$ cat src/rtl/dummy_adc_pkg.sv
// dummy_adc_pkg
// Shared constants and types for the dummy analog front end:
//   - NUM_CH / CH_LEVEL : per-channel sigma-delta levels driven by the amux
//   - LOCK_CYCLES       : PLL enable cycles before the model reports lock
//   - STAT_*            : bit positions inside the STATUS word
//   - adc_state_e       : conversion FSM state
//   - osr_last()        : last index of the oversampling window for OSR k
package dummy_adc_pkg;

  localparam int NUM_CH      = 8;
  localparam int LOCK_CYCLES = 4;

  // Fixed "analog" level per channel; the stream density is level/256.
  localparam logic [7:0] CH_LEVEL [NUM_CH] = '{
    8'h00, 8'h40, 8'h80, 8'hC0, 8'hFF, 8'h20, 8'hA0, 8'h10
  };

  localparam int STAT_BUSY    = 0;
  localparam int STAT_DONE    = 1;
  localparam int STAT_LOCKED  = 2;
  localparam int STAT_CH_LSB  = 4;
  localparam int STAT_CNT_LSB = 8;

  typedef enum logic {
    ADC_IDLE = 1'b0,
    ADC_CONV = 1'b1
  } adc_state_e;

  // Window length is 256 << k; the FSM counts down to zero, so load N-1.
  // k=7 gives 32768, which still fits in 16 bits.
  function automatic logic [15:0] osr_last(input logic [2:0] k);
    return (16'd256 << k) - 16'd1;
  endfunction

endpackage

$ cat src/rtl/dummy_adc.sv
// dummy_adc
// PLL lock model, trigger edge detection and the oversampling counter.
// Ports:
//   PCLK, PRESETn   : clock, async active-low reset
//   i_pll_en        : PLL enable (PLL_CONTROL[0])
//   i_osr_k         : OSR select, window = 256 << k cycles
//   i_trigger       : conversion request, rising edge sensitive
//   i_chan          : channel number recorded in STATUS at start
//   i_analog        : 1-bit stream from the amux
//   o_status        : {conv_cnt, 1'b0, chan, 1'b0, locked, done, busy}
//   o_measurement   : last completed count
module dummy_adc
  import dummy_adc_pkg::*;
(
  input  logic        PCLK,
  input  logic        PRESETn,
  input  logic        i_pll_en,
  input  logic [2:0]  i_osr_k,
  input  logic        i_trigger,
  input  logic [2:0]  i_chan,
  input  logic        i_analog,
  output logic [15:0] o_status,
  output logic [15:0] o_measurement
);

  adc_state_e  r_state;
  logic [2:0]  r_lock_cnt;
  logic        r_locked;
  logic        r_trig_prev;
  logic        r_done;
  logic [2:0]  r_chan;
  logic [15:0] r_remain;
  logic [15:0] r_count;
  logic [15:0] r_meas;
  logic [7:0]  r_conv_cnt;

  logic [2:0]  w_lock_cnt_nxt;
  logic        w_start;
  logic [15:0] w_status;

  // Lock counter: count up while enabled, saturate at LOCK_CYCLES, clear when off.
  always_comb begin
    w_lock_cnt_nxt = 3'd0;
    if (i_pll_en) begin
      if (r_lock_cnt == 3'(LOCK_CYCLES)) begin
        w_lock_cnt_nxt = r_lock_cnt;
      end else begin
        w_lock_cnt_nxt = r_lock_cnt + 3'd1;
      end
    end else begin
      w_lock_cnt_nxt = 3'd0;
    end
  end

  // Lock state and trigger history.
  always_ff @(posedge PCLK or negedge PRESETn) begin
    if (!PRESETn) begin
      r_lock_cnt  <= 3'd0;
      r_locked    <= 1'b0;
      r_trig_prev <= 1'b0;
    end else begin
      r_lock_cnt  <= w_lock_cnt_nxt;
      r_locked    <= (w_lock_cnt_nxt == 3'(LOCK_CYCLES));
      r_trig_prev <= i_trigger;
    end
  end

  // Edges arriving while busy or unlocked are dropped, not queued.
  assign w_start = i_trigger & ~r_trig_prev & r_locked & (r_state == ADC_IDLE);

  // Conversion FSM.
  always_ff @(posedge PCLK or negedge PRESETn) begin
    if (!PRESETn) begin
      r_state    <= ADC_IDLE;
      r_done     <= 1'b0;
      r_chan     <= 3'd0;
      r_remain   <= 16'd0;
      r_count    <= 16'd0;
      r_meas     <= 16'd0;
      r_conv_cnt <= 8'd0;
    end else begin
      case (r_state)
        ADC_IDLE: begin
          if (w_start) begin
            r_state  <= ADC_CONV;
            r_done   <= 1'b0;
            r_chan   <= i_chan;
            r_count  <= 16'd0;
            r_remain <= osr_last(i_osr_k);
          end
        end
        ADC_CONV: begin
          if (!r_locked) begin
            // Lost lock: drop the window, keep the previous result.
            r_state <= ADC_IDLE;
            r_done  <= 1'b0;
          end else if (r_remain == 16'd0) begin
            // Last sample is folded straight into the published result.
            r_state    <= ADC_IDLE;
            r_done     <= 1'b1;
            r_meas     <= r_count + {15'd0, i_analog};
            r_conv_cnt <= r_conv_cnt + 8'd1;
          end else begin
            r_remain <= r_remain - 16'd1;
            r_count  <= r_count + {15'd0, i_analog};
          end
        end
        default: begin
          r_state <= ADC_IDLE;
          r_done  <= 1'b0;
        end
      endcase
    end
  end

  // Status word assembled from registers only.
  always_comb begin
    w_status                        = 16'd0;
    w_status[STAT_BUSY]             = (r_state == ADC_CONV);
    w_status[STAT_DONE]             = r_done;
    w_status[STAT_LOCKED]           = r_locked;
    w_status[STAT_CH_LSB +: 3]      = r_chan;
    w_status[STAT_CNT_LSB +: 8]     = r_conv_cnt;
  end

  assign o_status      = w_status;
  assign o_measurement = r_meas;

endmodule

$ cat src/rtl/dummy_adc_amux.sv
// dummy_amux
// Eight free-running 8-bit phase accumulators, one per channel. Each adds its
// fixed level every cycle; the carry-out is that channel's 1-bit stream.
// Ports:
//   PCLK, PRESETn : clock, async active-low reset
//   i_input_sel   : channel select, values above 7 give a constant 0 stream
//   o_analog      : registered stream bit of the selected channel
module dummy_amux
  import dummy_adc_pkg::*;
#(
  parameter int DATA_WIDTH = 32
) (
  input  logic                  PCLK,
  input  logic                  PRESETn,
  input  logic [DATA_WIDTH-1:0] i_input_sel,
  output logic                  o_analog
);

  logic [NUM_CH-1:0] w_carry;
  logic              w_sel_valid;
  logic              r_analog;

  for (genvar g = 0; g < NUM_CH; g++) begin : g_ch
    logic [7:0] r_acc;
    logic [8:0] w_sum;

    assign w_sum      = {1'b0, r_acc} + {1'b0, CH_LEVEL[g]};
    assign w_carry[g] = w_sum[8];

    // Accumulators run whether or not the channel is selected.
    always_ff @(posedge PCLK or negedge PRESETn) begin
      if (!PRESETn) begin
        r_acc <= 8'd0;
      end else begin
        r_acc <= w_sum[7:0];
      end
    end
  end

  assign w_sel_valid = (i_input_sel[DATA_WIDTH-1:3] == '0);

  // Register the selected carry; this is the one-cycle select latency.
  always_ff @(posedge PCLK or negedge PRESETn) begin
    if (!PRESETn) begin
      r_analog <= 1'b0;
    end else if (w_sel_valid) begin
      r_analog <= w_carry[i_input_sel[2:0]];
    end else begin
      r_analog <= 1'b0;
    end
  end

  assign o_analog = r_analog;

endmodule

$ cat src/rtl/dummy_adc_frontend.sv
// dummy_adc_frontend
// Behavioural analog front end behind the ADC APB wrapper: amux stream
// generator feeding the oversampling ADC model.
// Ports:
//   PCLK, PRESETn : clock, async active-low reset
//   PLL_CONTROL   : [0] PLL enable, [3:1] OSR select k
//   ADC_TRIGGER   : [0] rising edge starts a conversion
//   INPUT_SEL     : amux channel, 0..7 valid
//   STATUS        : [0] busy [1] done [2] locked [6:4] chan [15:8] conv_cnt
//   MEASUREMENT   : [15:0] last result, upper bits zero
module dummy_adc_frontend
  import dummy_adc_pkg::*;
#(
  parameter int DATA_WIDTH = 32
) (
  input  logic                  PCLK,
  input  logic                  PRESETn,
  input  logic [DATA_WIDTH-1:0] PLL_CONTROL,
  input  logic [DATA_WIDTH-1:0] ADC_TRIGGER,
  input  logic [DATA_WIDTH-1:0] INPUT_SEL,
  output logic [DATA_WIDTH-1:0] STATUS,
  output logic [DATA_WIDTH-1:0] MEASUREMENT
);

  logic        w_analog_passthrough;
  logic [15:0] w_status;
  logic [15:0] w_measurement;
  logic        w_unused_ctrl;

  // Register bits the model does not interpret.
  assign w_unused_ctrl = ^{PLL_CONTROL[DATA_WIDTH-1:4], ADC_TRIGGER[DATA_WIDTH-1:1]};

  dummy_amux #(
    .DATA_WIDTH (DATA_WIDTH)
  ) u_amux (
    .PCLK        (PCLK),
    .PRESETn     (PRESETn),
    .i_input_sel (INPUT_SEL),
    .o_analog    (w_analog_passthrough)
  );

  dummy_adc u_adc (
    .PCLK          (PCLK),
    .PRESETn       (PRESETn),
    .i_pll_en      (PLL_CONTROL[0]),
    .i_osr_k       (PLL_CONTROL[3:1]),
    .i_trigger     (ADC_TRIGGER[0]),
    .i_chan        (INPUT_SEL[2:0]),
    .i_analog      (w_analog_passthrough),
    .o_status      (w_status),
    .o_measurement (w_measurement)
  );

  assign STATUS      = {{(DATA_WIDTH-16){1'b0}}, w_status};
  assign MEASUREMENT = {{(DATA_WIDTH-16){1'b0}}, w_measurement};

endmodule

$ cat config.mk
export PLATFORM = sky130hd
export DESIGN_NAME = dummy_adc_frontend
export DESIGN_NICKNAME = d
export VERILOG_FILES = /design/src/rtl/dummy_adc_pkg.sv /design/src/rtl/dummy_adc.sv /design/src/rtl/dummy_adc_amux.sv /design/src/rtl/dummy_adc_frontend.sv
export SDC_FILE = /design/constraint.sdc
export NUM_CORES = 1
export LEC_CHECK = 0
export CAP_MARGIN = 20
export CORE_MARGIN = 4
export CORE_UTILIZATION = 40
export CTS_CLUSTER_SIZE = 28
export DETAILED_ROUTE_END_ITERATION = 8
export GPL_TIMING_DRIVEN = 1
export HOLD_SLACK_MARGIN = 0.06
export PLACE_DENSITY = 0.68
export SETUP_SLACK_MARGIN = 0.02
export SLEW_MARGIN = 0
export SYNTH_ARGS = -nofsm -noshare
export SYNTH_HDL_FRONTEND = slang
export SYNTH_SLANG_ARGS = --single-unit
$ cat constraint.sdc
create_clock -name PCLK -period 3.67 [get_ports PCLK]
set_input_delay 0.5505 -clock PCLK [delete_from_list [all_inputs] [get_ports PCLK]]
set_output_delay 0.5505 -clock PCLK [all_outputs]
set_load 0.1 [all_outputs]
* Word level (Yosys, flattened, before mapping)
Cells that the tools add are included.
** Storage, ports and cells
- Register bits after elaboration :: 123
- Logic and storage cells :: 70
- Output and inout port bits :: 64
- Input bits :: 98
** Cells by class
- Add/subtract/negate cells :: 12
- Mux-type cells :: 21
- Shift operators :: 1
- Reduce and logical (&&, ||, !) cells :: 6
- Eq/ne operators :: 6
- Bitwise logic cells :: 5
- Order comparisons :: 1
** Operator list (number)
- 2-to-1 mux 16 bit :: 6
- one-hot mux 16 bit (2 select lines) :: 2
- adder 8 x 8 -> 9 bit (second input constant) :: 4
- subtractor 16 x 1 -> 16 bit (second input constant) :: 2
- zero test 29 bit :: 1
- adder 16 x 1 -> 16 bit :: 1
- zero test 16 bit :: 1
- << shifter 9 x 3 -> 16 bit (first input constant) :: 1
- adder 8 x 5 -> 9 bit (second input constant) :: 1
- adder 8 x 6 -> 9 bit (second input constant) :: 1
- adder 8 x 7 -> 9 bit (second input constant) :: 1
- adder 8 x 1 -> 8 bit (second input constant) :: 1
- 2-to-1 mux 1 bit :: 8
- == test 3 bit (second input constant) :: 2
- 2-to-1 mux 3 bit :: 2
- AND reduction 3 bit :: 2
- < comparator 3 x 4 -> 1 bit (second input constant) :: 1
- != test 2 bit (second input constant) :: 2
- one-hot mux 1 bit (2 select lines) :: 2
- AND reduction 2 bit :: 2
- adder 3 x 1 -> 3 bit (second input constant) :: 1
- bitwise AND 1 bit :: 3
- binary-select mux 1 bit (select 3 bit) :: 1
- != test 3 bit (second input constant) :: 1
- 2 further kinds :: 3

* Depth between registers and ports, before layout
- Depth after elaboration :: 6
- Gate-level depth with buffers :: 10
- Gate-level depth less buffers :: 7

* By module
Synthesis repeated with hierarchy kept, for this count alone.
** Second synthesis, totals
- Cells, all modules :: 486
- Area, all modules :: 4874.7 um^2
** By module, submodules not included
- dummy_adc :: cells an instance 372, sequential area each 1651.6 um^2, instances 1, area each 3607.2 um^2
- dummy_amux :: cells an instance 81, sequential area each 600.6 um^2, instances 1, area each 1023.5 um^2
- dummy_adc_frontend :: cells an instance 33, sequential area each 0.0 um^2, instances 1, area each 244.0 um^2

* Worst setup path before layout
Ideal clock, no wire load.
- Kind :: reg2reg
- From :: register u_adc.r_state
- To :: register u_adc.r_remain[12]
- Cell stages (with the launch flop) :: 11
- Buffers on the path :: 3
- Setup time :: 0.082 ns
- Clock period less this slack :: 2.550 ns
- Arrival :: 2.468 ns
- Required time :: 3.588 ns
- Path slack :: 1.120 ns
- Cell sequence :: dfrtp_1 > clkbuf_1 > clkbuf_1 > nand2_1 > ha_1 > clkbuf_1 > nand2b_1 > or4b_4 > and2_4 > a211o_1 > a22oi_2
** On the way
- Cells in the longest elaborated chain, start to end :: 4
- Elaborated cells on any way between the ends :: 7
- Those cells by class :: eq/ne (3); mux (1); bitwise (2); reduce/logical (1)
** RTL lines
- start: declaration :: RTL line dummy_adc.sv:26 : adc_state_e r_state;
- start signal: assignment :: RTL line dummy_adc.sv:74 : r_state <= ADC_IDLE;
- start signal: assignment :: RTL line dummy_adc.sv:85 : r_state <= ADC_CONV;
- start signal: assignment :: RTL line dummy_adc.sv:95 : r_state <= ADC_IDLE;
- NOT 1 bit (no line)
- bitwise AND 1 bit :: RTL line dummy_adc.sv:69 : assign w_start = i_trigger & ~r_trig_prev & r_locked & (r_state == ADC_IDLE);
- != test 2 x 1 -> 1 bit (no line)
- AND reduction 3 bit (no line)
- end signal: assignment :: RTL line dummy_adc.sv:89 : r_remain <= osr_last(i_osr_k);
- end signal: assignment :: RTL line dummy_adc.sv:104 : r_remain <= r_remain - 16'd1;
- end: declaration :: RTL line dummy_adc.sv:32 : logic [15:0] r_remain;
Parallel ways exist; a longest one is shown, timed or not.
A chain may end at the register's enable or synchronous reset.

* Worst setup path in the final report
- From :: register u_adc.r_state
- To :: register u_adc.r_remain[4]
Same word-level chain as after synthesis.

==> results.md <==
- Status: completed
- Worst-case reg-to-reg path depth: 7
- VDD IR max: 0.447 mV
- PD cells: 518 nW/um^2
- Die Width: 117 um
- EDFF count, synth: 0
- Dpl cells: 691
- Vias per cell: 5.35
- Row cnt: 39
- Hold Slack: 0.177 ns
- Worst r2r src: u_adc.r_state
- Global Route met3 Usage: 5.70%
- Met2 usage: 27.6%
- Number of non-filler instances in the completed layout: 707
- Worst skew pair latency: 0.34 ns
- CTS tree: built
- CP max FO: 21
- Die height: 117 um
- N_diodes: 0
- Max-cap violations: 0
- Cts repair resizes: 0
- Fin worst setup slack: 1.08 ns
- Unique masters post-synth: 60
- ANT nets after route: 0
- DRC viols: 0
- Most frequent cells in the layout: dfrtp_1, clkdlybuf4s50_1, nand2_1, a21oi_1, conb_1
- Sequential Area: 2250 sq um
- RSZ-0062 raised after global routing: false
- Cells after synthesis: 496
- P_leak: 2.51 nW
- Initial Util: 41.2%
- Total Nets Final: 669
- Relative slew slack: 31.6%
- Worst Max-Slew Pin Slew: 1.02 ns
- Die area: 13,600 sq um
- GP Congestion: 0.868
- GRT overflow: 0
- Post-synth ARST share: 100%
- Total power: 2.97 mW
- Instance area after placement: 5420 sq um
- Final Hold Fails: 0
- # clock sinks: 90
- Post-detail-place hpwl: 7.54 mm
- Final min period: 2.59 ns
- Setup-failing EPs final: 0
- Synth warnings: 0
- Avg Cell Area, Syn: 9.52 sq um
- First-pass DRT Iterations: 5
- Multi-input gate area in the final layout: 2160 sq um
- Clk_skew: 0.00823 ns
- Core area: 11,500 sq um
- Worst EP arrival: 2.82 ns
- Largest net degree at the start of global routing: 40
- Share of layout cells above drive strength 1: 7.09%
- Critical Path Source Type: flip-flop
- Total Wirelength: 10.3 mm
- Worst setup path startpoint: u_adc.r_state
- CP Data Required Time: 3.90 ns
- Port Buffers: 68
- First-pass GRT wire length: 17.7 mm
- GRT busiest layer: met2
- IO Count: 162
- Initial drt markers: 228
- Core Util, Final: 50.0%
- Clk pin slew, worst setup/hold paths: 0.06 ns
- CTS Buffer Depth: 2
- CP Capture Type: flip-flop
- Root Buffer Master: clkbuf_16
- FILL cells: 1,084
- Yosys reg bits: 90
- Design area: 5730 sq um
- Dpl ws: 0.724 ns
- Vias after detailed routing: 3,779
- H-Tree Level Count: 3
- Post-synthesis sequential area ratio: 47.7%
- Min-delay worst type: input port to async pin
- M1 GR Usage: 20.4%
- Max Slew Vio Count: 0
- Total Neg Setup Slack: 0 ns
- WL/cell: 14.6 um
- Most common cell after layout, fill and taps aside: dfrtp_1
- Crit path kind: flip-flop to flip-flop
- Initial antenna violation count: 0
- Post-cts hold buffer count: 0
- Max frequency: 0.386 GHz
- Period utilisation layout: 70.5%
- Vias in the first global route: 3,773
- GRT Resource Usage Total: 16.3%
- Post-Syn Area: 4720 sq um
- Total CTS buffers: 9
- Ys flop type: dfrtp_1
- Area Overhead vs Synth: 21.4%
- Post-CTS Setup Inserts: 0
## path summary, 6_finish.rpt
check / to / slack, ns
setup / recovery: u_adc.r_remain[4] / 1.08
hold / removal: u_amux.g_ch[4].r_acc[0] / 0.18
setup reg to reg: u_adc.r_remain[4] / 1.08
hold reg to reg: u_amux.g_ch[3].r_acc[6] / 0.41
max in group asynchronous: u_amux.g_ch[4].r_acc[5] / 2.73
min in group PCLK: u_amux.g_ch[3].r_acc[6] / 0.41
## cells in the mapped netlist (2+ instances only)
library cell | n | area share [%]
nand3_1 | 24 | 2.5
nand2_1 | 40 | 3.2
nor4_1 | 10 | 1.3
or3_1 | 5 | 0.66
nor3_1 | 13 | 1.4
nor3b_1 | 2 | 0.32
xnor2_1 | 21 | 3.9
o21ai_0 | 22 | 2.3
nand2b_1 | 5 | 0.66
buf_4 | 37 | 5.9
nor2_1 | 33 | 2.6
o31ai_1 | 4 | 0.64
nand4_1 | 7 | 0.93
and2_1 | 4 | 0.53
inv_1 | 23 | 1.8
dfrtp_1 | 90 | 48
and3_1 | 4 | 0.53
o21ai_1 | 2 | 0.21
a31oi_1 | 13 | 1.7
nand3b_1 | 2 | 0.32
and4_1 | 7 | 1.3
or2_2 | 2 | 0.26
mux2_2 | 3 | 0.72
a21oi_1 | 35 | 3.7
clkbuf_1 | 21 | 1.7
or4_1 | 3 | 0.48
a2bb2oi_1 | 2 | 0.37
ha_1 | 12 | 3.2
a41oi_1 | 2 | 0.37
o41ai_1 | 2 | 0.37
o22ai_1 | 5 | 0.66
xor2_1 | 13 | 2.4
## per-layer routing
metal	routed length (um)	vias up
li1	-	1818
met1	4360	1797
met2	4980	155
met3	859	9
met4	100	0
met5	0	-
## cell families (layout without fill, tap and decap cells)
group / Yosys count / count (layout) / share of synthesized area (%)
AOI/OAI and AO/OA: 101 / 101 / 13.0
xor gates and xnor gates: 34 / 34 / 6.30
adders and majority gates: 12 / 12 / 3.18
buffers and inverters: 81 / 116 / 9.38
DFF: 90 / 90 / 47.7
muxes: 3 / 3 / 0.715
other: 1 / 34 / 0.0794
and+or+nand+nor: 174 / 174 / 19.6
## sequential cells by signal, indices dropped and copies added, names as in the netlist
register / count
u_adc.r_chan: 3
u_adc.r_trig_prev: 1
u_adc.r_done: 1
u_amux.g_ch.r_acc: 23
u_adc.r_remain: 16
u_adc.r_locked: 1
u_amux.o_analog: 1
u_adc.r_lock_cnt: 3
u_adc.r_state: 1
u_adc.o_measurement: 16
u_adc.r_conv_cnt: 8
u_adc.r_count: 16
## critical path, stage by stage, from the launching register on
cell       delay (ns)
dfrtp_1          0.49
buf_4            0.24
nand4bb_1        0.46
nand2_1          0.20
o21ai_0          0.13
inv_1            0.54
a21oi_1          0.15
a311oi_1         0.27
## report_power, final
part           internal, mW  leakage (nW)  switching [mW]  total [mW]
Clock                 0.585         0.152           0.380       0.966
Sequential             1.14          1.10           0.192        1.33
Combinational         0.223          1.25           0.452       0.676
Total                  1.94          2.51            1.02        2.97
## layout make-up
class                   count  area share [%]
flip-flops and latches     90            39.3
multi-input cells         358            37.6
repair buffers             77            13.0
clock buffers              13            4.71
well taps                 143            3.12
inverters                  23            1.51
clock inverters             3           0.807
No activity file was read; power rests on OpenSTA's default activity.
